--- config.mk ---
export PLATFORM = sky130hd
export DESIGN_NAME = mem_port_arbiter_flat
export DESIGN_NICKNAME = d
export VERILOG_FILES = /design/src/rtl/mem_port_arbiter_if.sv /design/src/rtl/mem_port_arbiter.sv /design/src/flat_wrapper.sv
export SDC_FILE = /design/constraint.sdc
export NUM_CORES = 1
export LEC_CHECK = 0
export CORE_ASPECT_RATIO = 0.6
export CORE_MARGIN = 3
export CORE_UTILIZATION = 25
export DETAILED_ROUTE_END_ITERATION = 16
export GPL_TIMING_DRIVEN = 0
export REMOVE_ABC_BUFFERS = 1
export SLEW_MARGIN = 40
export SYNTH_ARGS = -nofsm -noshare
export SYNTH_HDL_FRONTEND = slang
export SYNTH_SLANG_ARGS = --single-unit
--- constraint.sdc ---
create_clock -name clk -period 1.4 [get_ports clk]
set_input_delay 0.28 -clock clk [delete_from_list [all_inputs] [get_ports clk]]
set_output_delay 0.28 -clock clk [all_outputs]
set_load 0.05 [all_outputs]
--- src/rtl/mem_port_arbiter_if.sv ---
// Bus bundle between the fetch port, the data port and the unified
// single-port memory.
//   master : the arbiter (drives grants, responses, stalls, memory command)
//   slave  : requesters and memory (drive requests, payloads, memory response)
interface mem_port_arbiter_if #(
    parameter int DATA_WIDTH = 32
);
    logic                  if_req;
    logic [DATA_WIDTH-1:0] if_addr;
    logic                  if_gnt;
    logic                  if_rvalid;
    logic [DATA_WIDTH-1:0] if_rdata;
    logic                  if_stall;

    logic                  d_req;
    logic                  d_we;
    logic [DATA_WIDTH-1:0] d_addr;
    logic [DATA_WIDTH-1:0] d_wdata;
    logic [3:0]            d_be;
    logic                  d_gnt;
    logic                  d_rvalid;
    logic [DATA_WIDTH-1:0] d_rdata;
    logic                  d_stall;

    logic                  mem_req;
    logic                  mem_we;
    logic [DATA_WIDTH-1:0] mem_addr;
    logic [DATA_WIDTH-1:0] mem_wdata;
    logic [3:0]            mem_be;
    logic                  mem_rvalid;
    logic [DATA_WIDTH-1:0] mem_rdata;

    modport master (
        input  if_req, if_addr,
        input  d_req, d_we, d_addr, d_wdata, d_be,
        input  mem_rvalid, mem_rdata,
        output if_gnt, if_rvalid, if_rdata, if_stall,
        output d_gnt, d_rvalid, d_rdata, d_stall,
        output mem_req, mem_we, mem_addr, mem_wdata, mem_be
    );

    modport slave (
        output if_req, if_addr,
        output d_req, d_we, d_addr, d_wdata, d_be,
        output mem_rvalid, mem_rdata,
        input  if_gnt, if_rvalid, if_rdata, if_stall,
        input  d_gnt, d_rvalid, d_rdata, d_stall,
        input  mem_req, mem_we, mem_addr, mem_wdata, mem_be
    );
endinterface

--- src/rtl/mem_port_arbiter.sv ---
// Arbitrates a fetch port and a data port onto one single-port memory,
// one transaction outstanding at a time. The data port has priority unless
// fetch has been denied STARVE_LIMIT times in a row.
//   clk  : clock, rising edge
//   rst  : asynchronous active-low reset
//   bus  : mem_port_arbiter_if.master (request, response, stall, memory)
//
// state | meaning
// IDLE  | accept one grant (combinational), register command and owner
// ISSUE | drive mem_req for one cycle; writes return to IDLE
// WAIT  | wait for mem_rvalid, capture mem_rdata for the owner
// RESP  | owner's rvalid high for one cycle
module mem_port_arbiter #(
    parameter int DATA_WIDTH   = 32,
    parameter int STARVE_LIMIT = 4
) (
    input  logic                 clk,
    input  logic                 rst,
    mem_port_arbiter_if.master   bus
);
    localparam int CW = $clog2(STARVE_LIMIT + 1);

    typedef enum logic [1:0] {
        IDLE  = 2'd0,
        ISSUE = 2'd1,
        WAIT  = 2'd2,
        RESP  = 2'd3
    } state_t;

    state_t                state_q, state_d;
    logic [CW-1:0]         starve_q, starve_d;
    logic                  owner_q, owner_d;      // 1 = data port
    logic [DATA_WIDTH-1:0] addr_q, addr_d;
    logic [DATA_WIDTH-1:0] wdata_q, wdata_d;
    logic                  we_q, we_d;
    logic [3:0]            be_q, be_d;
    logic [DATA_WIDTH-1:0] if_rdata_q, if_rdata_d;
    logic [DATA_WIDTH-1:0] d_rdata_q, d_rdata_d;

    logic if_gnt, d_gnt, starve_full;
    logic in_issue, in_resp, busy;

    assign starve_full = (starve_q == CW'(STARVE_LIMIT));

    always_comb begin
        state_d    = state_q;
        starve_d   = starve_q;
        owner_d    = owner_q;
        addr_d     = addr_q;
        wdata_d    = wdata_q;
        we_d       = we_q;
        be_d       = be_q;
        if_rdata_d = if_rdata_q;
        d_rdata_d  = d_rdata_q;
        if_gnt     = 1'b0;
        d_gnt      = 1'b0;

        case (state_q)
            IDLE: begin
                if (bus.if_req && (!bus.d_req || starve_full)) begin
                    if_gnt = 1'b1;
                end else if (bus.d_req) begin
                    d_gnt = 1'b1;
                end

                if (if_gnt) begin
                    state_d  = ISSUE;
                    owner_d  = 1'b0;
                    addr_d   = bus.if_addr;
                    we_d     = 1'b0;
                    wdata_d  = '0;
                    be_d     = 4'hF;
                    starve_d = '0;
                end else if (d_gnt) begin
                    state_d = ISSUE;
                    owner_d = 1'b1;
                    addr_d  = bus.d_addr;
                    we_d    = bus.d_we;
                    wdata_d = bus.d_wdata;
                    be_d    = bus.d_be;
                    if (bus.if_req && !starve_full) begin
                        starve_d = starve_q + CW'(1);
                    end
                end

                // A fetch that is not asking is not being starved.
                if (!bus.if_req) begin
                    starve_d = '0;
                end
            end
            ISSUE: begin
                state_d = we_q ? IDLE : WAIT;
            end
            WAIT: begin
                if (bus.mem_rvalid) begin
                    state_d = RESP;
                    if (owner_q) begin
                        d_rdata_d = bus.mem_rdata;
                    end else begin
                        if_rdata_d = bus.mem_rdata;
                    end
                end
            end
            RESP: begin
                state_d = IDLE;
            end
            default: begin
                state_d = IDLE;
            end
        endcase
    end

    always_ff @(posedge clk or negedge rst) begin
        if (!rst) begin
            state_q    <= IDLE;
            starve_q   <= '0;
            owner_q    <= 1'b0;
            addr_q     <= '0;
            wdata_q    <= '0;
            we_q       <= 1'b0;
            be_q       <= 4'h0;
            if_rdata_q <= '0;
            d_rdata_q  <= '0;
        end else begin
            state_q    <= state_d;
            starve_q   <= starve_d;
            owner_q    <= owner_d;
            addr_q     <= addr_d;
            wdata_q    <= wdata_d;
            we_q       <= we_d;
            be_q       <= be_d;
            if_rdata_q <= if_rdata_d;
            d_rdata_q  <= d_rdata_d;
        end
    end

    assign in_issue = (state_q == ISSUE);
    assign in_resp  = (state_q == RESP);
    assign busy     = (state_q != IDLE);

    assign bus.if_gnt    = if_gnt;
    assign bus.d_gnt     = d_gnt;

    // Command fields are gated so the memory bus is quiet between issues.
    assign bus.mem_req   = in_issue;
    assign bus.mem_we    = in_issue & we_q;
    assign bus.mem_addr  = in_issue ? addr_q  : '0;
    assign bus.mem_wdata = in_issue ? wdata_q : '0;
    assign bus.mem_be    = in_issue ? be_q    : 4'h0;

    assign bus.if_rvalid = in_resp & ~owner_q;
    assign bus.d_rvalid  = in_resp &  owner_q;
    assign bus.if_rdata  = if_rdata_q;
    assign bus.d_rdata   = d_rdata_q;

    // Stall while waiting for a grant, or while own transaction is in flight
    // up to (not including) the response cycle.
    assign bus.if_stall = (bus.if_req & ~if_gnt) | (busy & ~owner_q & ~in_resp);
    assign bus.d_stall  = (bus.d_req  & ~d_gnt)  | (busy &  owner_q & ~in_resp);
endmodule

--- src/flat_wrapper.sv ---
// flat-port wrapper written by rule: the top's interface ports become plain ports
module mem_port_arbiter_flat 
#(
    parameter int DATA_WIDTH   = 32,
    parameter int STARVE_LIMIT = 4
)
  (clk, rst, bus_if_req, bus_if_addr, bus_d_req, bus_d_we, bus_d_addr, bus_d_wdata, bus_d_be, bus_mem_rvalid, bus_mem_rdata, bus_if_gnt, bus_if_rvalid, bus_if_rdata, bus_if_stall, bus_d_gnt, bus_d_rvalid, bus_d_rdata, bus_d_stall, bus_mem_req, bus_mem_we, bus_mem_addr, bus_mem_wdata, bus_mem_be);
  mem_port_arbiter_if #(.DATA_WIDTH(DATA_WIDTH)) bus_i ();
  input  logic clk;
  input  logic rst;
  input wire logic [$bits(bus_i.if_req)-1:0] bus_if_req;
  input wire logic [$bits(bus_i.if_addr)-1:0] bus_if_addr;
  input wire logic [$bits(bus_i.d_req)-1:0] bus_d_req;
  input wire logic [$bits(bus_i.d_we)-1:0] bus_d_we;
  input wire logic [$bits(bus_i.d_addr)-1:0] bus_d_addr;
  input wire logic [$bits(bus_i.d_wdata)-1:0] bus_d_wdata;
  input wire logic [$bits(bus_i.d_be)-1:0] bus_d_be;
  input wire logic [$bits(bus_i.mem_rvalid)-1:0] bus_mem_rvalid;
  input wire logic [$bits(bus_i.mem_rdata)-1:0] bus_mem_rdata;
  output wire logic [$bits(bus_i.if_gnt)-1:0] bus_if_gnt;
  output wire logic [$bits(bus_i.if_rvalid)-1:0] bus_if_rvalid;
  output wire logic [$bits(bus_i.if_rdata)-1:0] bus_if_rdata;
  output wire logic [$bits(bus_i.if_stall)-1:0] bus_if_stall;
  output wire logic [$bits(bus_i.d_gnt)-1:0] bus_d_gnt;
  output wire logic [$bits(bus_i.d_rvalid)-1:0] bus_d_rvalid;
  output wire logic [$bits(bus_i.d_rdata)-1:0] bus_d_rdata;
  output wire logic [$bits(bus_i.d_stall)-1:0] bus_d_stall;
  output wire logic [$bits(bus_i.mem_req)-1:0] bus_mem_req;
  output wire logic [$bits(bus_i.mem_we)-1:0] bus_mem_we;
  output wire logic [$bits(bus_i.mem_addr)-1:0] bus_mem_addr;
  output wire logic [$bits(bus_i.mem_wdata)-1:0] bus_mem_wdata;
  output wire logic [$bits(bus_i.mem_be)-1:0] bus_mem_be;
  assign bus_i.if_req = bus_if_req;
  assign bus_i.if_addr = bus_if_addr;
  assign bus_i.d_req = bus_d_req;
  assign bus_i.d_we = bus_d_we;
  assign bus_i.d_addr = bus_d_addr;
  assign bus_i.d_wdata = bus_d_wdata;
  assign bus_i.d_be = bus_d_be;
  assign bus_i.mem_rvalid = bus_mem_rvalid;
  assign bus_i.mem_rdata = bus_mem_rdata;
  assign bus_if_gnt = bus_i.if_gnt;
  assign bus_if_rvalid = bus_i.if_rvalid;
  assign bus_if_rdata = bus_i.if_rdata;
  assign bus_if_stall = bus_i.if_stall;
  assign bus_d_gnt = bus_i.d_gnt;
  assign bus_d_rvalid = bus_i.d_rvalid;
  assign bus_d_rdata = bus_i.d_rdata;
  assign bus_d_stall = bus_i.d_stall;
  assign bus_mem_req = bus_i.mem_req;
  assign bus_mem_we = bus_i.mem_we;
  assign bus_mem_addr = bus_i.mem_addr;
  assign bus_mem_wdata = bus_i.mem_wdata;
  assign bus_mem_be = bus_i.mem_be;
  mem_port_arbiter #(.DATA_WIDTH(DATA_WIDTH), .STARVE_LIMIT(STARVE_LIMIT)) u_core (.clk(clk), .rst(rst), .bus(bus_i));
endmodule
After elaboration in Yosys (flattened, before gate mapping)

Index checks and enable logic that the tools add are counted.

Output and inout port bits: 140
Register bits after elaboration: 139
Input port bits: 138
Word-level logic and storage cells: 75

Eq/ne operators: 8
Bitwise gates (word level): 15
Muxes and demuxes: 29
$add $sub $neg: 1
Reductions and logical operators: 13

Operators with widths:

| operator              | count |
|---|---|
| $mux W32              | 6 |
| $mux W3               | 4 |
| $mux W4               | 3 |
| $mux W1               | 11 |
| $and A1 B1 Y1         | 9 |
| $ne A3 B1 Y1 const B  | 3 |
| $reduce_and A3 Y1     | 3 |
| $mux W2               | 4 |
| $pmux W2 S4           | 1 |
| $eq A2 B2 Y1 const B  | 2 |
| $not A1 Y1            | 4 |
| $reduce_and A2 Y1     | 2 |
| $reduce_bool A2 Y1    | 2 |
| $add A3 B1 Y3 const B | 1 |
| $eq A3 B3 Y1 const B  | 1 |
| $eq A2 B1 Y1 const B  | 1 |
| $logic_and A1 B1 Y1   | 2 |
| $logic_not A1 Y1      | 2 |
| $logic_not A2 Y1      | 1 |
| $ne A2 B2 Y1 const B  | 1 |
| $or A1 B1 Y1          | 2 |
| $logic_or A1 B1 Y1    | 1 |

Logic depth before layout (Yosys ltp)

Depth after elaboration: 9
Gate-level depth with buffers: 8
Gate-level depth less buffers: 6

Worst setup path after synthesis

OpenSTA, ideal clock, no wires.

Path kind: reg2out
From: reg u_core.starve_q[0]
To: out bus_if_stall
Arrival time: 1.708 ns
Buffers on the path: 0
Cell stages (with the launch flop): 6
Slack: -0.588 ns
Required time: 1.120 ns
Cells stage by stage: dfrtp_1 -> inv_1 -> ha_1 -> a21boi_0 -> nand2_1 -> a21oi_1

Word-level cells in the longest chain between the ends: 9

Ends and longest elaborated chain:

| item                   | RTL line                | RTL |
|---|---|---|
| start, declared        | mem_port_arbiter.sv:31  | `logic [CW-1:0] starve_q, starve_d;` |
| start signal, assigned | mem_port_arbiter.sv:126 | `starve_q <= starve_d;` |
| $eq A3 B3 Y1           | mem_port_arbiter.sv:43  | `assign starve_full = (starve_q == CW'(STARVE_LIMIT));` |
| $logic_or A1 B1 Y1     | mem_port_arbiter.sv:60  | `if (bus.if_req && (!bus.d_req \|\| starve_full)) begin` |
| $logic_and A1 B1 Y1    | mem_port_arbiter.sv:60  |  |
| $mux W1                | mem_port_arbiter.sv:60  |  |
| $mux W1 (2 in series)  | mem_port_arbiter.sv:58  | `case (state_q)` |
| $not A1 Y1             | mem_port_arbiter.sv:158 | `assign bus.if_stall = (bus.if_req & ~if_gnt) \| (busy & ~owner_q & ~in_resp);` |
| $and A1 B1 Y1          | mem_port_arbiter.sv:158 |  |
| $or A1 B1 Y1           | mem_port_arbiter.sv:158 |  |
| end, declared          | flat_wrapper.sv:23      | `output wire logic [$bits(bus_i.if_stall)-1:0] bus_if_stall;` |

No other way between the ends. The select of a mux whose other input is x is not followed.

==> qor.yml <==
layout:
  area_delta_synth_final_pct: 84.2
  layout.cells.non_filler: 1208
  drive_above_1_share_pct: 50.4
  nFillCells: 2224
  final_core_util_pct: 47.9
  nets: 1012
global_routing:
  gr-max-usage-layer: "met2"
  grt_max_degree: 53
  antenna_found_initial: 1
  grt_pass1_vias: 5713
  grt_pass1_wl_um: 36800
  grt_use_met2_pct: 26.7
  use_met3_pct: 6.80
  grt-ovfl-total: 0
  grt.total_usage_pct: 17.9
  gr-usage-met1_pct: 24.5
yosys:
  yosysTopAreaCellShare_pct: 53.9
  syn_inst: 530
  yosysMostFrequentCell: "dfrtp_1"
  synth-xor-area-share_pct: 0.136
  synth_compound_gate_area_share_pct: 13.4
  yosys-top-cells-area: "dfrtp_1, mux2_2, o221ai_2, and2_1, a22o_1"
  synth.avg_cell_area_um2: 12.2
  synthAdderAreaFrac_pct: 0.388
  yosysWarnings: 0
  synthMuxAreaShare_pct: 11.2
  synth_ff_type: "dfrtp_1"
  synth_cell_type_count: 35
  synth_top_family_by_area: "simple AND/OR/NAND/NOR gates"
  synth.largest_area_cell: "dfrtp_1"
  netlist_area_um2: 6450
  synth-edff-count: 0
  synth_common_cells: "dfrtp_1, and2_1, mux2_2"
  synth-async-reset-ratio_pct: 100
  yosysSeqAreaShare_pct: 53.9
  synth-seq-cells: 139
  synth-simple-area-share_pct: 14.2
timing:
  maxSlewHeadroom_pct: 59.1
  period_needed_ns: 2.02
  fin_crit_sh_pct: 144
  setup_viol: 211
  rsz0062_at_grt: "yes"
  drv_slew: 0
  worst_slack_ns: -0.618
  max_slew.worst_pin.slew_ns: 0.614
  hold_viol: 0
  max_freq_ghz: 0.495
  skew_ns: 0.00719
drt:
  routed_via_density: 4.68
  route.antenna.remaining_nets: 0
  vias: 5648
  dr.pass1.iters: 4
  wl_per_cell_um: 21.6
  drtIter0Drc: 302
  drt_wl_total_um: 26100
  route.detailed.drc: 0
power_and_ir_drop:
  p_per_area_nw_per_um2: 2630
  p_leak_nw: 5.39
  ir_drop_mv: 1.05
clock_tree:
  cts_htree_levels: 4
  cts_tree: "done"
  clk_latency_ns: 0.44
  clockRootBuffer: "clkbuf_16"
  numCtsBuffers: 17
  path_clk_slew_ns: 0.07
  clock_sink_count: 139
  clock_path_buffers: 2
status:
  violations: "negative setup slack"
  status: "finished, violations left"
hold_path:
  hold_path.class: "in -> reg"
  min_path_cells: 3
floorplan:
  start_util_pct: 26.0
  coreArea_um2: 24800
  num_io_pins: 278
  fp.dieH_um: 130
  dieWidth_um: 213
  dieArea_um2: 27800
  core.rowCount: 44
placed_design:
  io_buffer_count: 277
  hpwlAfterDp_um: 14900
  gp_congestion: 0.718
  dp.cells: 1093
job:
  maxCapViolCount: 0
critical_path:
  end_kind: "primary output"
  cp_max_fo: 7
  worst_ep_arrival_time_ns: 1.74
  cp-start-kind: "flop"
  reg2reg_depth: 9
  critical_path_class: "reg -> out"
  critPathRequiredTime_ns: 1.12
[cells by family (layout without fill, tap and decap cells)]
kind of cell	count (synthesis)	after routing
compound gates	80	81
buf+inv	89	437
flops	139	139
fa+ha+maj	2	2
mux	64	64
xor+xnor	1	1
other cells	0	1
simple gates	155	161
[cell type report]
| type | count | area, um2 | share of cell area (%) |
|---|---|---|---|
| repair buffers | 365 | 4090 | 34.4 |
| well taps | 322 | 403 | 3.39 |
| repair inverters | 2 | 27.5 | 0.232 |
| clock buffers | 17 | 425 | 3.58 |
| flip-flops and latches | 139 | 3480 | 29.3 |
| inverters | 38 | 155 | 1.31 |
| clock inverters | 15 | 190 | 1.60 |
| diodes | 1 | 2.50 | 0.0211 |
| multi-input cells | 309 | 3100 | 26.1 |
[power breakdown]
group / switching (mW) / total, mW / internal, mW
clock network: 1.97 / 4.80 / 2.83
logic: 10.9 / 19.4 / 8.53
registers: 1.07 / 7.00 / 5.94
total: 13.9 / 31.2 / 17.3
[metal layers]
layer | vias to the layer above | routed length, um | part of all wire (%)
met4 | 0 | 369 | 1.4
met5 | - | 0 | 0
met3 | 20 | 2290 | 8.8
li1 | 2606 | - | -
met1 | 2816 | 12200 | 47
met2 | 206 | 11300 | 43
[placed cells by master, fill, tap and decap left out, types with 2 or more instances in the layout]
cell	Yosys	final
clkinv_4	0	4
bufbuf_16	0	2
buf_6	7	33
nand3_1	34	30
dfrtp_2	0	3
and2_4	1	57
inv_2	1	2
buf_8	0	55
nor2_4	0	3
buf_4	7	39
buf_16	0	11
nand2_1	4	2
inv_6	0	3
mux2_4	0	54
mux2_2	64	10
inv_1	37	35
clkinvlp_4	0	3
and2_1	70	15
bufinv_16	0	3
nand4_1	33	33
clkbuf_16	0	21
and3_4	0	2
o221ai_2	30	32
buf_2	18	62
dfrtp_1	139	136
nand2_8	0	4
o22a_1	4	4
o21ai_0	2	2
inv_8	0	2
a21oi_1	3	2
nand3_2	0	3
a22o_1	34	34
o22ai_1	2	2
clkdlybuf4s50_1	0	134
nand2_4	0	2
buf_12	0	23
[worst max-delay path: stages, from the launching register on]
cell     delay [ns]
dfrtp_2        0.47
nor2b_4        0.18
buf_12         0.18
buf_6          0.15
and2_1         0.15
buf_6          0.16
[sequential cells by signal, indices dropped and copies added, names as in the netlist, 3 cells and up, named ones only]
signal and count:
u_core.starve_q 3, u_core.wdata_q 32, u_core.addr_q 32, u_core.bus.d_rdata 32
u_core.be_q 4, u_core.bus.if_rdata 32
[worst paths after layout]
kind / start / end / slack [ns]
hold / removal: bus_if_req / u_core.addr_q[26] / 0.27
setup reg to reg: flop / u_core.bus.d_rdata[5] / -0.52
setup / recovery: flop / bus_mem_addr[12] / -0.62
min in group asynchronous: rst / u_core.bus.if_rdata[26] / 0.34
hold reg to reg: u_core.wdata_q[18] / u_core.wdata_q[18] / 0.49
max in group asynchronous: rst / u_core.be_q[3] / 0.44
[stage by stage]
| step | hold slack (ns) | power [mW] | setup slack [ns] | cell area, um2 | TNS, ns |
|---|---|---|---|---|---|
| 2_1_floorplan | -0.0156 | 15.8 | -2.89 | 6160 | -397.42 |
| 3_3_place_gp | 0.464 | 17.9 | -6.18 | 9330 | -1651.17 |
| 3_5_place_dp | 0.220 | 22.3 | -1.74 | 9680 | -186.94 |
| 4_1_cts | 0.235 | 28.8 | -0.675 | 10900 | -71.57 |
| 5_1_grt | 0.272 | 32.7 | -0.709 | 11900 | -100.58 |
| 6_report | 0.268 | 31.2 | -0.618 | 11900 | -85.85 |
[repair_timing]
action / in CTS / in global routing
endpoints found under the setup margin: 275 / 218
setup buffers: 35 / 32
hold endpoints to repair: 44 / 0
resized for setup: 923 / 186
hold buffers: 1 / 0
pin swaps: 14 / 22
cloned: 14 / 6
Power figures use the tool's default switching activity.
